===== src/rtl/pe_array_stream.sv =====
// NUM_PE-lane signed MAC array with a valid/ready front end, first/last framing,
// a two-stage saturating multiply/accumulate pipeline and a backpressured output register.
module pe_array_stream #(
  parameter int NUM_PE = 4,
  parameter int A_W    = 16,
  parameter int W_W    = 8,
  parameter int ACC_W  = 32
) (
  input  logic                    aclk,
  input  logic                    areset,
  input  logic                    relu_en,
  input  logic                    in_valid,
  output logic                    in_ready,
  input  logic                    in_first,
  input  logic                    in_last,
  input  logic                    in_pad,
  input  logic [A_W-1:0]          din_a,
  input  logic [NUM_PE*W_W-1:0]   din_w,
  input  logic [NUM_PE*ACC_W-1:0] bias,
  output logic                    out_valid,
  input  logic                    out_ready,
  output logic [NUM_PE*ACC_W-1:0] dout,
  output logic                    err_seq
);

  localparam int P_W = A_W + W_W;

  logic           en;
  logic           accept;
  logic           adv;
  logic           load_out;
  logic [A_W-1:0] a_eff;

  logic s1_valid_reg;
  logic s1_first_reg;
  logic s1_last_reg;
  logic open_reg;
  logic out_valid_reg;
  logic err_seq_reg;

  // The whole pipeline freezes only while a finished result is waiting on downstream.
  assign en       = !(out_valid_reg && !out_ready);
  assign in_ready = en;
  assign accept   = en && in_valid;
  assign adv      = en && s1_valid_reg;
  assign load_out = adv && s1_last_reg;
  assign a_eff    = in_pad ? '0 : din_a;

  assign out_valid = out_valid_reg;
  assign err_seq   = err_seq_reg;

  always_ff @(posedge aclk) begin
    if (areset) begin
      s1_valid_reg  <= 1'b0;
      s1_first_reg  <= 1'b0;
      s1_last_reg   <= 1'b0;
      open_reg      <= 1'b0;
      out_valid_reg <= 1'b0;
      err_seq_reg   <= 1'b0;
    end else begin
      if (en) begin
        s1_valid_reg <= in_valid;
        if (in_valid) begin
          s1_first_reg <= in_first;
          s1_last_reg  <= in_last;
        end
      end
      if (adv) begin
        open_reg <= !s1_last_reg;
        // first while open, or continuation while closed, are both framing errors
        if (s1_first_reg == open_reg) begin
          err_seq_reg <= 1'b1;
        end
      end
      if (load_out) begin
        out_valid_reg <= 1'b1;
      end else if (out_valid_reg && out_ready) begin
        out_valid_reg <= 1'b0;
      end
    end
  end

  genvar gi;
  generate
    for (gi = 0; gi < NUM_PE; gi++) begin : g_lane
      logic [W_W-1:0]   w_lane;
      logic [P_W-1:0]   prod_full;
      logic [ACC_W-1:0] prod_next;
      logic [ACC_W-1:0] prod_reg;
      logic [ACC_W-1:0] bias_reg;
      logic [ACC_W-1:0] acc_reg;
      logic [ACC_W-1:0] dout_reg;
      logic [ACC_W-1:0] base;
      logic [ACC_W:0]   sum_wide;
      logic [ACC_W-1:0] acc_next;
      logic [ACC_W-1:0] out_next;

      assign w_lane = din_w[gi*W_W +: W_W];
      // Sign-extended operands give the exact signed product modulo 2^P_W, which always fits.
      assign prod_full = {{W_W{a_eff[A_W-1]}}, a_eff} * {{A_W{w_lane[W_W-1]}}, w_lane};
      assign prod_next = {{(ACC_W-P_W){prod_full[P_W-1]}}, prod_full};

      assign base     = s1_first_reg ? bias_reg : acc_reg;
      assign sum_wide = {base[ACC_W-1], base} + {prod_reg[ACC_W-1], prod_reg};

      always_comb begin
        acc_next = sum_wide[ACC_W-1:0];
        if (sum_wide[ACC_W] != sum_wide[ACC_W-1]) begin
          acc_next = sum_wide[ACC_W] ? {1'b1, {(ACC_W-1){1'b0}}} : {1'b0, {(ACC_W-1){1'b1}}};
        end
      end

      assign out_next = (relu_en && acc_next[ACC_W-1]) ? '0 : acc_next;

      always_ff @(posedge aclk) begin
        if (areset) begin
          prod_reg <= '0;
          bias_reg <= '0;
          acc_reg  <= '0;
          dout_reg <= '0;
        end else begin
          if (accept) begin
            prod_reg <= prod_next;
          end
          if (accept && in_first) begin
            bias_reg <= bias[gi*ACC_W +: ACC_W];
          end
          if (adv) begin
            acc_reg <= acc_next;
          end
          if (load_out) begin
            dout_reg <= out_next;
          end
        end
      end

      assign dout[gi*ACC_W +: ACC_W] = dout_reg;
    end
  endgenerate

endmodule


===== config.mk =====
export PLATFORM = sky130hd
export DESIGN_NAME = pe_array_stream
export DESIGN_NICKNAME = d
export VERILOG_FILES = /design/src/rtl/pe_array_stream.sv
export SDC_FILE = /design/constraint.sdc
export NUM_CORES = 2
export LEC_CHECK = 0
export ABC_AREA = 0
export CAP_MARGIN = 20
export CORE_MARGIN = 8
export CORE_UTILIZATION = 55
export CTS_CLUSTER_DIAMETER = 200
export DETAILED_ROUTE_END_ITERATION = 7
export PLACE_DENSITY = 0.85
export SYNTH_ARGS = -nofsm -noshare
export SYNTH_HDL_FRONTEND = slang
export SYNTH_SLANG_ARGS = --single-unit

===== constraint.sdc =====
create_clock -name aclk -period 10.99 [get_ports aclk]
set_input_delay 1.6485 -clock aclk [delete_from_list [all_inputs] [get_ports aclk]]
set_output_delay 1.6485 -clock aclk [all_outputs]
set_load 0.02 [all_outputs]

**Word-level counts from Yosys, hierarchy flattened**

Index checks and enable logic that the tools add are counted.

- Reductions and logical operators: 16
- Multiplexer cells: 19
- Multiply operators: 4
- Bitwise gates (word level): 1
- Eq/ne operators: 5
- Add/subtract/negate cells: 4

Operators by type and width:

| cell | number |
|---|---|
| 32-bit 2-to-1 mux | 16 |
| 32-bit by 24-bit adder with 33-bit output | 4 |
| 16-bit by 8-bit multiplier with 24-bit output | 4 |
| 16-bit 2-to-1 mux | 1 |
| 1-bit logical AND | 10 |
| 1-bit != test | 4 |
| 2-bit AND reduction | 2 |
| 1-bit logical NOT | 3 |
| 1-bit 2-to-1 mux | 2 |
| 2-bit nonzero test | 1 |
| 1-bit equality test | 1 |
| 1-bit NOT | 1 |

- Register bits after elaboration: 486
- Output and inout bits: 131
- Word-level logic and storage cells: 71
- Input bits: 184

**Logic depth before layout (Yosys ltp)**

- Word-level depth: 6
- Gate-level depth with buffers: 23
- Gate-level depth less buffers: 21

**Worst setup path after synthesis**

No wires, ideal clock.

- Path kind: in2reg
- From: input in_pad
- To: register g_lane[2].prod_reg[23] (netlist name)
- Stages on the path: 21
- Path slack: 4.237 ns
- Buffers on the path: 2
- Library setup time: 0.091 ns
- Data required time: 10.899 ns
- Arrival time: 6.662 ns
- Cells stage by stage: clkbuf_1 > nor2b_1 > clkbuf_1 > nand2_1 > fa_1 > fa_1 > inv_1 > fa_1 > inv_1 > fa_1 > inv_1 > ha_1 > inv_1 > o21ai_0 > a2111oi_1 > or3_1 > nand3_1 > o211ai_1 > nor3_1 > or4_1 > a311oi_1

- Word-level cells in the longest chain between the ends: 2

Ends and longest elaborated chain:

| element | RTL line | text |
|---|---|---|
| start: declaration | 16 | `input logic in_pad,` |
| 16-bit 2-to-1 mux | 47 | `assign a_eff = in_pad ? '0 : din_a;` |
| 16-bit by 8-bit multiplier with 24-bit output | 100 | `assign prod_full = {{W_W{a_eff[A_W-1]}}, a_eff} * {{A_W{w_lane[W_W-1]}}, w_lane};` |

Every way passes these cells.
A chain may end at the register's enable or synchronous reset.

**Worst setup path after layout**

- From: input in_pad
- To: register g_lane[3].prod_reg[20]

- Word-level cells in the longest chain between the ends: 2

Ends and longest elaborated chain:

| element | RTL line | text |
|---|---|---|
| 16-bit 2-to-1 mux | 47 |  |
| 16-bit by 8-bit multiplier with 24-bit output | 100 |  |
| end signal: assignment | 123 | `prod_reg <= prod_next;` |
| end: declaration | 89 | `logic [ACC_W-1:0] prod_reg;` |

Every way passes these cells.

==> impl_results.md <==
- Reg-to-reg slack, setup: 5350 ps
- Hold Buf Count CTS: 0
- Htree depth: 2
- Initial DRC count: 2669
- Pwr/cell area: 162.3 nW/um^2
- Mean Syn Cell Area: 8.451 sq um
- Routed WL per cell: 19.28 microns
- Total core area: 78610 sq um
- NumNets Final: 6171
- CP startpoint kind: input pin
- IO Port Bufs: 314
- LEAKAGE: 0.02191 uW
- Met3 Wirelength: 9445 microns
- Ys async rst share: 0
- Num CTS Buffers: 49
- Max cap viols: 0
- R2r worst-path depth: 16
- Post-synth net total: 6044
- Peak VDD IR: 106.2 uV
- Die area: 88160 sq um
- GR Util All Layers: 0.2681
- Hold EP: g_lane[1].acc_reg[14]
- Via Count: 37000
- Final TNS setup: 0 ps
- Status: complete, no violations
- Setup WS pre-CTS: 2475 ps
- Antenna Violating Nets Remaining: 0
- Data arrival, critical path: 8520 ps
- Final worst path period need: 7999 ps
- Worst Setup End Kind: register
- Final hold vios: 0
- Pin count of the biggest net entering global routing: 95
- # resized after CTS: 0
- Share of cells above drive strength 1: 0.06244
- Clock Tree Buf Depth: 3
- CP Data Required Time: 11510 ps
- Grt ovf: 0
- Synth Area in Compound Gates: 0.1685
- Primary FF master, synth: dfxtp_1
- Synthesized cell area: 43400 sq um
- M1 WL: 53360 microns
- Unrepaired setup endpoints after global routing: false
- Number of synthesized flops with an enable pin: 0
- Antenna violations before repair: 13
- Worst Path Max Fanout: 18
- WS Path Type: in -> reg
- Post-synthesis xor/xnor area fraction: 0.03589
- Worst R2R Start: s1_first_reg
- Number of post-CTS setup repair buffers: 0
- Num ports: 315
- Final instance area: 48870 sq um
- Area share of fa/ha/maj cells after synthesis: 0.2841
- Fillers: 6504
- Met2 routed wirelength: 56430 microns
- Synth Warn #: 0
- Die height: 296.9 microns
- Post-synthesis mux area share: 0.03378
- Post-synthesis register bit count: 486
- Slew margin rel.: 0.2623
- Slew Limit Fails: 0
- Setup Viol. Count Final: 0
- Post-Syn Instances: 5136
- Clk slew on worst S/H paths: 70 ps
- Top sig layer: met5
- Row cnt: 103
- Utilization after layout: 0.6216
- Final worst slack: 2991 ps
- Worst hold start: g_lane[1].acc_reg[14]
- Largest family of logic cells by synthesized area: adder cells
- DR vias/cell: 5.822
- Vias in the first global route: 36720
- Hold Crit Class: reg -> reg
- Reg2reg end: g_lane[1].dout_reg[8]
- Worst-margin pin slew: 1107 ps
- Area Overhead vs Synth: 12.59%
- First-pass GRT wire length: 197400 microns
- TritonCTS clock tree: done
- Fmax: 125.0 MHz
- Clock root buffer: clkbuf_16
- Simple-gate share of the synthesized area: 0.1761
- Post-DP Area: 47170 sq um
- Final HPWL DP: 92770 microns
- Routed wire length: 122500 microns
- Register area share after synthesis: 0.2242
- Clock latency on the worst-skew pair: 600 ps
- Die Wd: 296.9 microns
- # clock sinks: 486
- Design Power: 7931 uW
- Post-synthesis cell type count: 99
- DRC: 0
- Setup Skew: 34.09 ps
- First-pass DRT Iterations: 6
- Gp weighted congestion: 0.9432
- Initial Util: 0.5521
- Period Utilization, post-route: 0.7278
- WHS Path Cells: 2
## critical path, stage by stage
cell and delay [ps]:
clkdlybuf4s50_1 910, nor2b_2 850, buf_4 330, nand2_1 90
fa_1 500, fa_1 550, inv_1 50, fa_1 490
inv_1 60, fa_1 490, inv_1 50, ha_1 310
o21ai_0 120, a21boi_0 160, o21a_1 200, o21ai_0 280
a21oi_1 160, a31oi_1 350, o21ai_0 170, or4b_2 630
nand3_1 100
## cell usage after synthesis (18+ instances only)
cell	count	area, sq um
clkbuf_1	226	848.3
nor2b_1	43	269.0
fa_1	417	8348
xor2_1	49	429.2
nand3_1	55	275.3
and2_1	364	2277
buf_1	21	78.83
o21bai_1	22	165.2
nor3_1	55	275.3
ha_1	307	3841
o21a_1	38	285.3
xnor2_1	127	1112
a211oi_1	20	150.1
a21oi_1	463	2317
buf_2	23	115.1
inv_1	588	2207
o211ai_1	48	360.4
dfxtp_1	486	9729
nor2_1	219	822.0
nand4_1	18	112.6
o21ai_0	207	1036
a221o_1	80	800.8
a22o_1	24	210.2
nand2b_1	18	112.6
nand2_1	704	2643
a31oi_1	18	112.6
a21o_1	81	608.1
mux2_2	124	1396
## area by class of cell
class,instances,area (sq um),area share
clock buffers,56,1282,0.02624
multi-input cells,3778,30420,0.6224
well taps,1050,1314,0.02688
diodes,5,12.51,0.0002560
clock inverters,33,389.1,0.007963
inverters,589,2212,0.04527
flip-flops and latches,486,9733,0.1992
repair buffers,359,3507,0.07177
## how the worst max path moves through the flow
| stage | startpoint | endpoint | cells after the start |
|---|---|---|---|
| floorplan | in_pad | g_lane[2].prod_reg[23] | 21 |
| global route | in_pad | g_lane[3].prod_reg[20] | 22 |
| detailed placement | in_pad | g_lane[3].prod_reg[21] | 21 |
| global placement | in_pad | g_lane[3].prod_reg[21] | 21 |
| CTS | in_pad | g_lane[2].prod_reg[23] | 21 |
| finish | in_pad | g_lane[3].prod_reg[20] | 21 |
## logic make-up after synthesis
family                   Yosys count
AND/OR/NAND/NOR                 1589
buffers and inverters            872
flip-flops                       486
AO/OA/AOI/OAI                   1143
multiplexers                     131
adder cells (fa/ha/maj)          738
XOR/XNOR                         177
## through the flow
| stage | hold slack (ps) | std cells |
|---|---|---|
| after floorplan | 425.7 | 5136 |
| after global placement | 432.8 | 6259 |
| after detailed placement | 441.5 | 6261 |
| after CTS | 450.4 | 6350 |
| after global routing | 467.7 | 6351 |
| final | 449.7 | 6356 |
## routing by layer
| layer | global-route usage | up-vias |
|---|---|---|
| li1 | - | 17320 |
| met1 | 0.3666 | 18070 |
| met2 | 0.4357 | 1374 |
| met3 | 0.04837 | 227 |
| met4 | 0.07302 | 14 |
| met5 | 0 | - |
## cells in the final DEF (no fill, tap or decap), types with 15 or more instances in the layout
cell type        Yosys  routed
a211oi_1            20      20
and2_1             364     362
fa_1               417     417
a21o_1              81      81
clkdlybuf4s50_1      0     313
clkbuf_16            0      49
a22o_1              24      24
buf_4                9      42
o21bai_1            22      22
nand2b_1            18      18
dfxtp_1            486     485
o211ai_1            48      48
or3_1               17      17
nand2_1            704     702
o21ai_1             17      16
nor4b_1             15      15
and3_1              17      16
a221o_1             80      80
nand4_1             18      18
xnor2_1            127     127
a31oi_1             18      18
nor2b_1             43      27
xor2_1              49      49
ha_1               307     307
o21a_1              38      38
mux2_2             124     124
a21oi_1            463     462
nor2_1             219     217
o21ai_0            207     206
nor3_1              55      54
nand3_1             55      55
inv_1              588     588
## where the power goes
| group | switching (uW) | internal, uW | leakage, uW |
|---|---|---|---|
| combinational | 2330 | 1630 | 0.0171 |
| sequential | 211 | 1980 | 0.00397 |
| clock | 766 | 1010 | 0.000813 |
| total | 3310 | 4620 | 0.0219 |
Power figures use the tool's default switching activity.
